`config.mk`:
```
export PLATFORM = sky130hd
export DESIGN_NAME = reverse_order_scheduler
export DESIGN_NICKNAME = d
export VERILOG_FILES = /design/src/rtl/reverse_order_scheduler.sv
export SDC_FILE = /design/constraint.sdc
export NUM_CORES = 1
export LEC_CHECK = 0
export BUFFER_PORTS_ARGS = -buffer_cell sky130_fd_sc_hd__buf_2
export CORE_MARGIN = 1.5
export CORE_UTILIZATION = 47
export DETAILED_ROUTE_END_ITERATION = 8
export PLACE_DENSITY = 0.82
export SKIP_CTS_REPAIR_TIMING = 1
export SLEW_MARGIN = 25
export SYNTH_ARGS = -nofsm -noshare
export SYNTH_HDL_FRONTEND = slang
export SYNTH_SLANG_ARGS = --single-unit
export TNS_END_PERCENT = 10
```
`constraint.sdc`:
```
create_clock -name clk -period 2.8 [get_ports clk]
set_input_delay 0.7 -clock clk [delete_from_list [all_inputs] [get_ports clk]]
set_output_delay 0.7 -clock clk [all_outputs]
set_load 0.05 [all_outputs]
```
`src/rtl/reverse_order_scheduler.sv`:
```
// Frame-granular round-robin front end that shares one reverse_order_vector datapath
// among R requesters, steering each reversed output frame back to its owner via a tag FIFO.
module reverse_order_scheduler #(
   parameter int unsigned BITS = 8,
   parameter int unsigned N    = 10,
   parameter int unsigned V    = 2,
   parameter int unsigned R    = 4,
   parameter int unsigned TAGD = 4
) (
   input  logic                             clk,
   input  logic                             rst_n,
   input  logic [R-1:0]                     req,
   input  logic [R-1:0]                     in_valid,
   input  logic [R-1:0][V-1:0][BITS-1:0]    data_in,
   output logic [R-1:0]                     grant,
   output logic                             dp_in_valid,
   output logic [V-1:0][BITS-1:0]           dp_data,
   input  logic                             dp_out_valid,
   output logic [R-1:0]                     out_valid,
   output logic [$clog2(R)-1:0]             out_id,
   output logic                             busy,
   output logic                             err
);
   localparam int unsigned ID_W  = $clog2(R);
   localparam int unsigned CNT_W = $clog2(N);
   localparam int unsigned PTR_W = $clog2(TAGD);
   localparam int unsigned OCC_W = PTR_W + 1;

   typedef enum logic {IDLE, STREAM} state_t;

   state_t            state_q, state_d;
   logic [R-1:0]      grant_q, grant_d;
   logic [ID_W-1:0]   gnt_id_q, gnt_id_d;
   logic [ID_W-1:0]   last_id_q, last_id_d;
   logic [CNT_W-1:0]  in_cnt_q, in_cnt_d;
   logic [CNT_W-1:0]  out_cnt_q, out_cnt_d;
   logic [ID_W-1:0]   tag_q [TAGD];
   logic [PTR_W-1:0]  wr_ptr_q, rd_ptr_q;
   logic [OCC_W-1:0]  occ_q;
   logic              err_q, err_d;

   logic              full, nonempty, push, pop;
   logic [ID_W-1:0]   head, idx, pick_id;
   logic              pick_vld;

   assign full     = (occ_q == OCC_W'(TAGD));
   assign nonempty = (occ_q != '0);
   assign head     = tag_q[rd_ptr_q];

   // Round-robin search starting just after the previous frame owner.
   always_comb begin
      pick_vld = 1'b0;
      pick_id  = '0;
      idx      = '0;
      for (int unsigned i = 1; i <= R; i++) begin
         idx = ID_W'((32'(last_id_q) + i) % R);
         if (!pick_vld && req[idx]) begin
            pick_vld = 1'b1;
            pick_id  = idx;
         end
      end
   end

   always_comb begin
      dp_in_valid = 1'b0;
      dp_data     = '0;
      if (grant_q != '0) begin
         dp_in_valid = in_valid[gnt_id_q];
         dp_data     = data_in[gnt_id_q];
      end
   end

   // Output side: the last beat of the head frame frees its tag in the same cycle.
   always_comb begin
      out_cnt_d = out_cnt_q;
      pop       = 1'b0;
      err_d     = err_q;
      if (dp_out_valid) begin
         if (nonempty) begin
            if (out_cnt_q == CNT_W'(N - 1)) begin
               out_cnt_d = '0;
               pop       = 1'b1;
            end else begin
               out_cnt_d = out_cnt_q + CNT_W'(1);
            end
         end else begin
            err_d = 1'b1;
         end
      end
   end

   always_comb begin
      state_d   = state_q;
      grant_d   = grant_q;
      gnt_id_d  = gnt_id_q;
      last_id_d = last_id_q;
      in_cnt_d  = in_cnt_q;
      push      = 1'b0;
      unique case (state_q)
         IDLE: begin
            // A pop in this cycle frees a slot, so a full FIFO does not block here.
            if (pick_vld && (!full || pop)) begin
               grant_d  = R'(1) << pick_id;
               gnt_id_d = pick_id;
               push     = 1'b1;
               state_d  = STREAM;
            end
         end
         STREAM: begin
            if (dp_in_valid) begin
               if (in_cnt_q == CNT_W'(N - 1)) begin
                  in_cnt_d  = '0;
                  last_id_d = gnt_id_q;
                  grant_d   = '0;
                  state_d   = IDLE;
               end else begin
                  in_cnt_d = in_cnt_q + CNT_W'(1);
               end
            end
         end
         default: state_d = IDLE;
      endcase
   end

   always_ff @(posedge clk or negedge rst_n) begin
      if (!rst_n) begin
         state_q   <= IDLE;
         grant_q   <= '0;
         gnt_id_q  <= '0;
         last_id_q <= ID_W'(R - 1);
         in_cnt_q  <= '0;
         out_cnt_q <= '0;
         err_q     <= 1'b0;
      end else begin
         state_q   <= state_d;
         grant_q   <= grant_d;
         gnt_id_q  <= gnt_id_d;
         last_id_q <= last_id_d;
         in_cnt_q  <= in_cnt_d;
         out_cnt_q <= out_cnt_d;
         err_q     <= err_d;
      end
   end

   always_ff @(posedge clk or negedge rst_n) begin
      if (!rst_n) begin
         for (int unsigned i = 0; i < TAGD; i++) tag_q[i] <= '0;
         wr_ptr_q <= '0;
         rd_ptr_q <= '0;
         occ_q    <= '0;
      end else begin
         if (push) begin
            tag_q[wr_ptr_q] <= pick_id;
            wr_ptr_q        <= wr_ptr_q + PTR_W'(1);
         end
         if (pop) rd_ptr_q <= rd_ptr_q + PTR_W'(1);
         unique case ({push, pop})
            2'b10:   occ_q <= occ_q + OCC_W'(1);
            2'b01:   occ_q <= occ_q - OCC_W'(1);
            default: occ_q <= occ_q;
         endcase
      end
   end

   always_comb begin
      out_valid = '0;
      for (int unsigned r = 0; r < R; r++) begin
         out_valid[r] = dp_out_valid && nonempty && (head == ID_W'(r));
      end
   end

   assign out_id = nonempty ? head : '0;
   assign grant  = grant_q;
   assign busy   = (grant_q != '0) || nonempty;
   assign err    = err_q;

endmodule

```
# Yosys cells after proc, flatten, opt, wreduce, memory -nomap -nowiden
# Index checks and enable logic that the tools add are counted.
# word_totals
ramBits	0
out_inout_bits	29
reg_bits	33
romBits	0
in_bits	75
latch_bits	0
memories	0
# classes
n_shift	1
reduce_logical	26
addsub	10
n_bitwise	4
n_eq_ne	11
n_mul	0
magnitude_cmp	8
n_mux	44
n_div	0
# ops
op	count
$bmux 16 s2	1
$mux 16	2
$mux 4	5
$mux 1	17
$mux 2	8
$lt 2x3->1 const B	5
$bmux 1 s2	5
$logic_and 1x1->1	10
$add 2x1->2 const B	4
$add 4x1->4 const B	2
$bwmux 8	1
$eq 4x4->1 const B	2
$pmux 4 s2	1
$reduce_and 2->1	4
$eq 2x2->1 const B	3
$ge 3x3->1 const B	2
$not 2->3	2
$pmux 3 s2	1
$reduce_and 3->1	2
$add 2x2->2 const B	2
$bmux 2 s2	1
$demux 2 s2	1
$eq 2x1->1 const B	2
$logic_not 1->1	4
14 further kinds	17

# Longest topological paths before layout
# logic_depth
depth_word	18
mapped_depth	11
depth_no_buf	10

# Worst setup path after synthesis
# Ideal clock, no wire load.
# synth_timing
path_kind	flip-flop to output port
start	register rd_ptr_q[0]
end	output out_valid[0]
path_slack_ns	0.048
arrival_time_ns	2.052
path_buffers	0
path_stages_with_launch	3
t_required_ns	2.100
path_cell_list	dfrtp_1 > mux4_2 > nor3_1
# synth_via
elab_chain_len	6
# synth_lines
item	line_no	text
start: declaration	38	logic [PTR_W-1:0] wr_ptr_q, rd_ptr_q;
start signal: assignment	156	if (pop) rd_ptr_q <= rd_ptr_q + PTR_W'(1);
$not 2->3 (not written as such)	48	assign head = tag_q[rd_ptr_q];
$bmux 2 s2	48	
$mux 2 (not written as such) (2 in a row)	48	
$logic_not 2->1	168	out_valid[r] = dp_out_valid && nonempty && (head == ID_W'(r));
$logic_and 1x1->1	168	
end: declaration	19	output logic [R-1:0] out_valid,
# No other way between the ends. The select of a mux whose other input is x is not followed.

# Final worst setup path
# layout_timing
start	register gnt_id_q[1]
end	output dp_in_valid
# layout_via
elab_chain_len	3
# layout_lines
item	line_no	text
start: declaration	33	logic [ID_W-1:0] gnt_id_q, gnt_id_d;
start signal: assignment	137	gnt_id_q <= gnt_id_d;
$bmux 1 s2	68	dp_in_valid = in_valid[gnt_id_q];
$mux 1 (not written as such)	68	
$mux 1	67	if (grant_q != '0) begin
end: declaration	16	output logic dp_in_valid,
# No other way between the ends. The select of a mux whose other input is x is not followed.

==> metrics.yaml <==
period_share_pct: 95.0
cts_sinks: 33
setup_viol: 0
tns_ns: 0
grt_antenna_before_repair: 0
cts_buffers: 5
ys_types: 44
sw_frac_of_total_pct: 51.3
post-place-ws_ns: 0.165
power_per_cell_area_mw_per_mm2: 1230
grt-ovfl-total: 0
cp.required_ns: 2.10
yosys.area_share.simple_pct: 14.5
seq_power_share_pct: 25.9
place.port_buffers: 103
antenna_left: 0
die_w_um: 72.0
synth_fa_ha_area_share_pct: 3.69
synth_mux_area_share_pct: 26.2
syn_area_per_cell_um2: 12.0
endpoint_kind: "output pin"
routedWlPerCell_um: 15.4
fmax_mhz: 376
placementRows: 24
finalMaxSlewViolations: 0
synth_fp_nets: 268
p_comb_share_pct: 64.2
num_vias: 1878
arrival_ns: 1.96
rsz0062_at_grt: "no"
internal_power_mw: 1.74
finalClockSkew_ns: 0.00334
cts_tree: "done"
vdd_drop_max_v: 0.000980
p_clk_share_pct: 9.8
slew-limit-headroom_pct: 49.8
holdCritPathClass: "reg -> reg"
drtIter0Drc: 95
p_leak_nw: 1.41
drive_above_1_share_pct: 52.0
critPathKind: "reg -> out"
clk_latency_ns: 0.28
grt_use_total_pct: 21.3
synthArstFlopShare_pct: 100
fillCellCount: 349
synth-seq-cells: 33
syn_area_mm2: 0.00224
antennaDiodeCount: 0
core_area_mm2: 0.00447
hold_viol: 0
synth_edf_count: 0
cts_buffer_depth: 2
worst_pin_slew_ns: 0.754
synth_top_family_by_area: "multiplexers"
met2_length_um: 2980
seq_area_frac_synth_pct: 37.0
fin_ws_ns: 0.139
drc_errors: 0
routabilityCongestion: 0.801
yosys_warnings: 0
fin_nets: 375
ctsHtreeMaxLevel: 2
cp_max_fo: 19
synth_compound_area_share_pct: 10.6
syn_to_final_growth_pct: 30.3
cts_root_buf: "clkbuf_8"
routed_wirelength_um: 5340
clk_pin_slew_ns: 0.06
synth-xor-area-share_pct: 3.91
switchingPower_mw: 1.84
wl_met3_um: 334
first_global_vias: 1912
critPathLaunchType: "flop"
dieArea_mm2: 0.00518
wl_met1_um: 1980
initial_utilization_pct: 50.0
dp_hpwl_um: 4220
synth_flop_cell: "dfrtp_1"
top_layer: "met4"
status: "complete, no violations"
dr.pass1.iters: 4
io_pins: 104
vias_per_cell: 5.43
grt_first_pass_wirelength_um: 8540
postSynthCellCount: 187
die-height_um: 72.0
period_minus_slack_ns: 2.66
reg2reg_slack_ns: 0.29
grt_max_degree: 34
drv_cap: 0
[per-stage QoR]
| stage | hold slack [ns] | util [%] | total power, mW | instance area [um^2] | cells |
|---|---|---|---|---|---|
| 6_report | 0.458 | 65.1 | 3.58 | 2910 | 346 |
| 5_1_grt | 0.482 | 65.1 | 3.82 | 2910 | 346 |
| 4_1_cts | 0.462 | 65.0 | 3.60 | 2910 | 346 |
| 3_5_place_dp | 0.447 | 63.1 | 3.23 | 2820 | 339 |
| 3_3_place_gp | 0.436 | 63.1 | 3.18 | 2820 | 339 |
| 2_1_floorplan | 0.404 | - | 2.72 | 2240 | 187 |
[cells by family after synthesis]
| family | Yosys count |
|---|---|
| fa+ha+maj | 6 |
| compound gates | 28 |
| simple gates | 57 |
| xor+xnor | 10 |
| flops | 33 |
| buf+inv | 20 |
| mux | 33 |
[worst max-delay path: stages (launching register included)]
cell and delay, ns:
dfrtp_1 0.83, mux4_2 0.44, and2_1 0.19, buf_2 0.21
[layer usage]
layer | vias up | GRT usage, %
li1 | 900 | -
met5 | - | 0
met4 | 0 | 6.29
met1 | 896 | 23.1
met3 | 8 | 5.56
met2 | 74 | 40.3
[registers in the layout (all words and copies together), names as in the netlist]
name       cells
err            1
gnt_id_q       2
grant          4
in_cnt_q       4
last_id_q      2
occ_q          3
out_cnt_q      4
rd_ptr_q       2
state_q        1
tag_q          8
wr_ptr_q       2
[cell usage in the layout, fill, tap and decap left out, types with 6 or more instances in the layout]
cell type and count:
buf_2 103, nor2_1 10, and2_1 17, mux2_2 11, dfrtp_1 31, mux4_2 19, xnor2_1 6, o21ai_0 6
inv_1 12, clkbuf_8 6, a21oi_1 6
[worst paths after layout]
| path | start | cells past startpoint | end |
|---|---|---|---|
| max | gnt_id_q[1] | 3 | dp_in_valid |
| min | err | 1 | err |
| max reg2reg | occ_q[0] | 10 | occ_q[2] |
| min reg2reg | err | 1 | err |
| max in group asynchronous | rst_n | 1 | gnt_id_q[0] |
| min in group asynchronous | rst_n | 1 | occ_q[0] |
[cell type report]
cell class                 instances  area (um^2)  share of cell area [%]
clock buffer                       7         86.3                    2.96
multi-input combinational        134         1320                    45.4
timing repair buffer             108          566                    19.4
sequential                        33          828                    28.4
tap                               52         65.1                    2.23
inverter                          12         45.0                    1.55
[Yosys cell counts, types with 2 or more instances]
| master | n | area [um^2] |
|---|---|---|
| a21o_1 | 2 | 15.0 |
| a21oi_1 | 6 | 30.0 |
| a32o_1 | 4 | 40.0 |
| and2_1 | 17 | 106 |
| clkbuf_1 | 4 | 15.0 |
| dfrtp_1 | 31 | 776 |
| dfstp_2 | 2 | 52.6 |
| ha_1 | 5 | 62.6 |
| inv_1 | 12 | 45.0 |
| mux2_2 | 11 | 124 |
| mux2i_1 | 2 | 20.0 |
| mux4_2 | 19 | 428 |
| nand2_1 | 4 | 15.0 |
| nand2b_1 | 4 | 25.0 |
| nand3_1 | 5 | 25.0 |
| nor2_1 | 10 | 37.5 |
| nor2b_1 | 4 | 25.0 |
| nor3_1 | 4 | 20.0 |
| nor3b_1 | 2 | 15.0 |
| o21ai_0 | 6 | 30.0 |
| o2bb2ai_1 | 2 | 17.5 |
| xnor2_1 | 6 | 52.6 |
| xor2_1 | 4 | 35.0 |
[power by group through the flow]
stage / clock network, mW / logic (mW) / registers, mW
floorplan: 0 / 1.79 / 0.930
global placement: 0 / 2.26 / 0.921
detailed placement: 0 / 2.30 / 0.930
CTS: 0.362 / 2.31 / 0.926
global route: 0.388 / 2.46 / 0.969
finish: 0.353 / 2.30 / 0.930
Power figures use the tool's default switching activity.
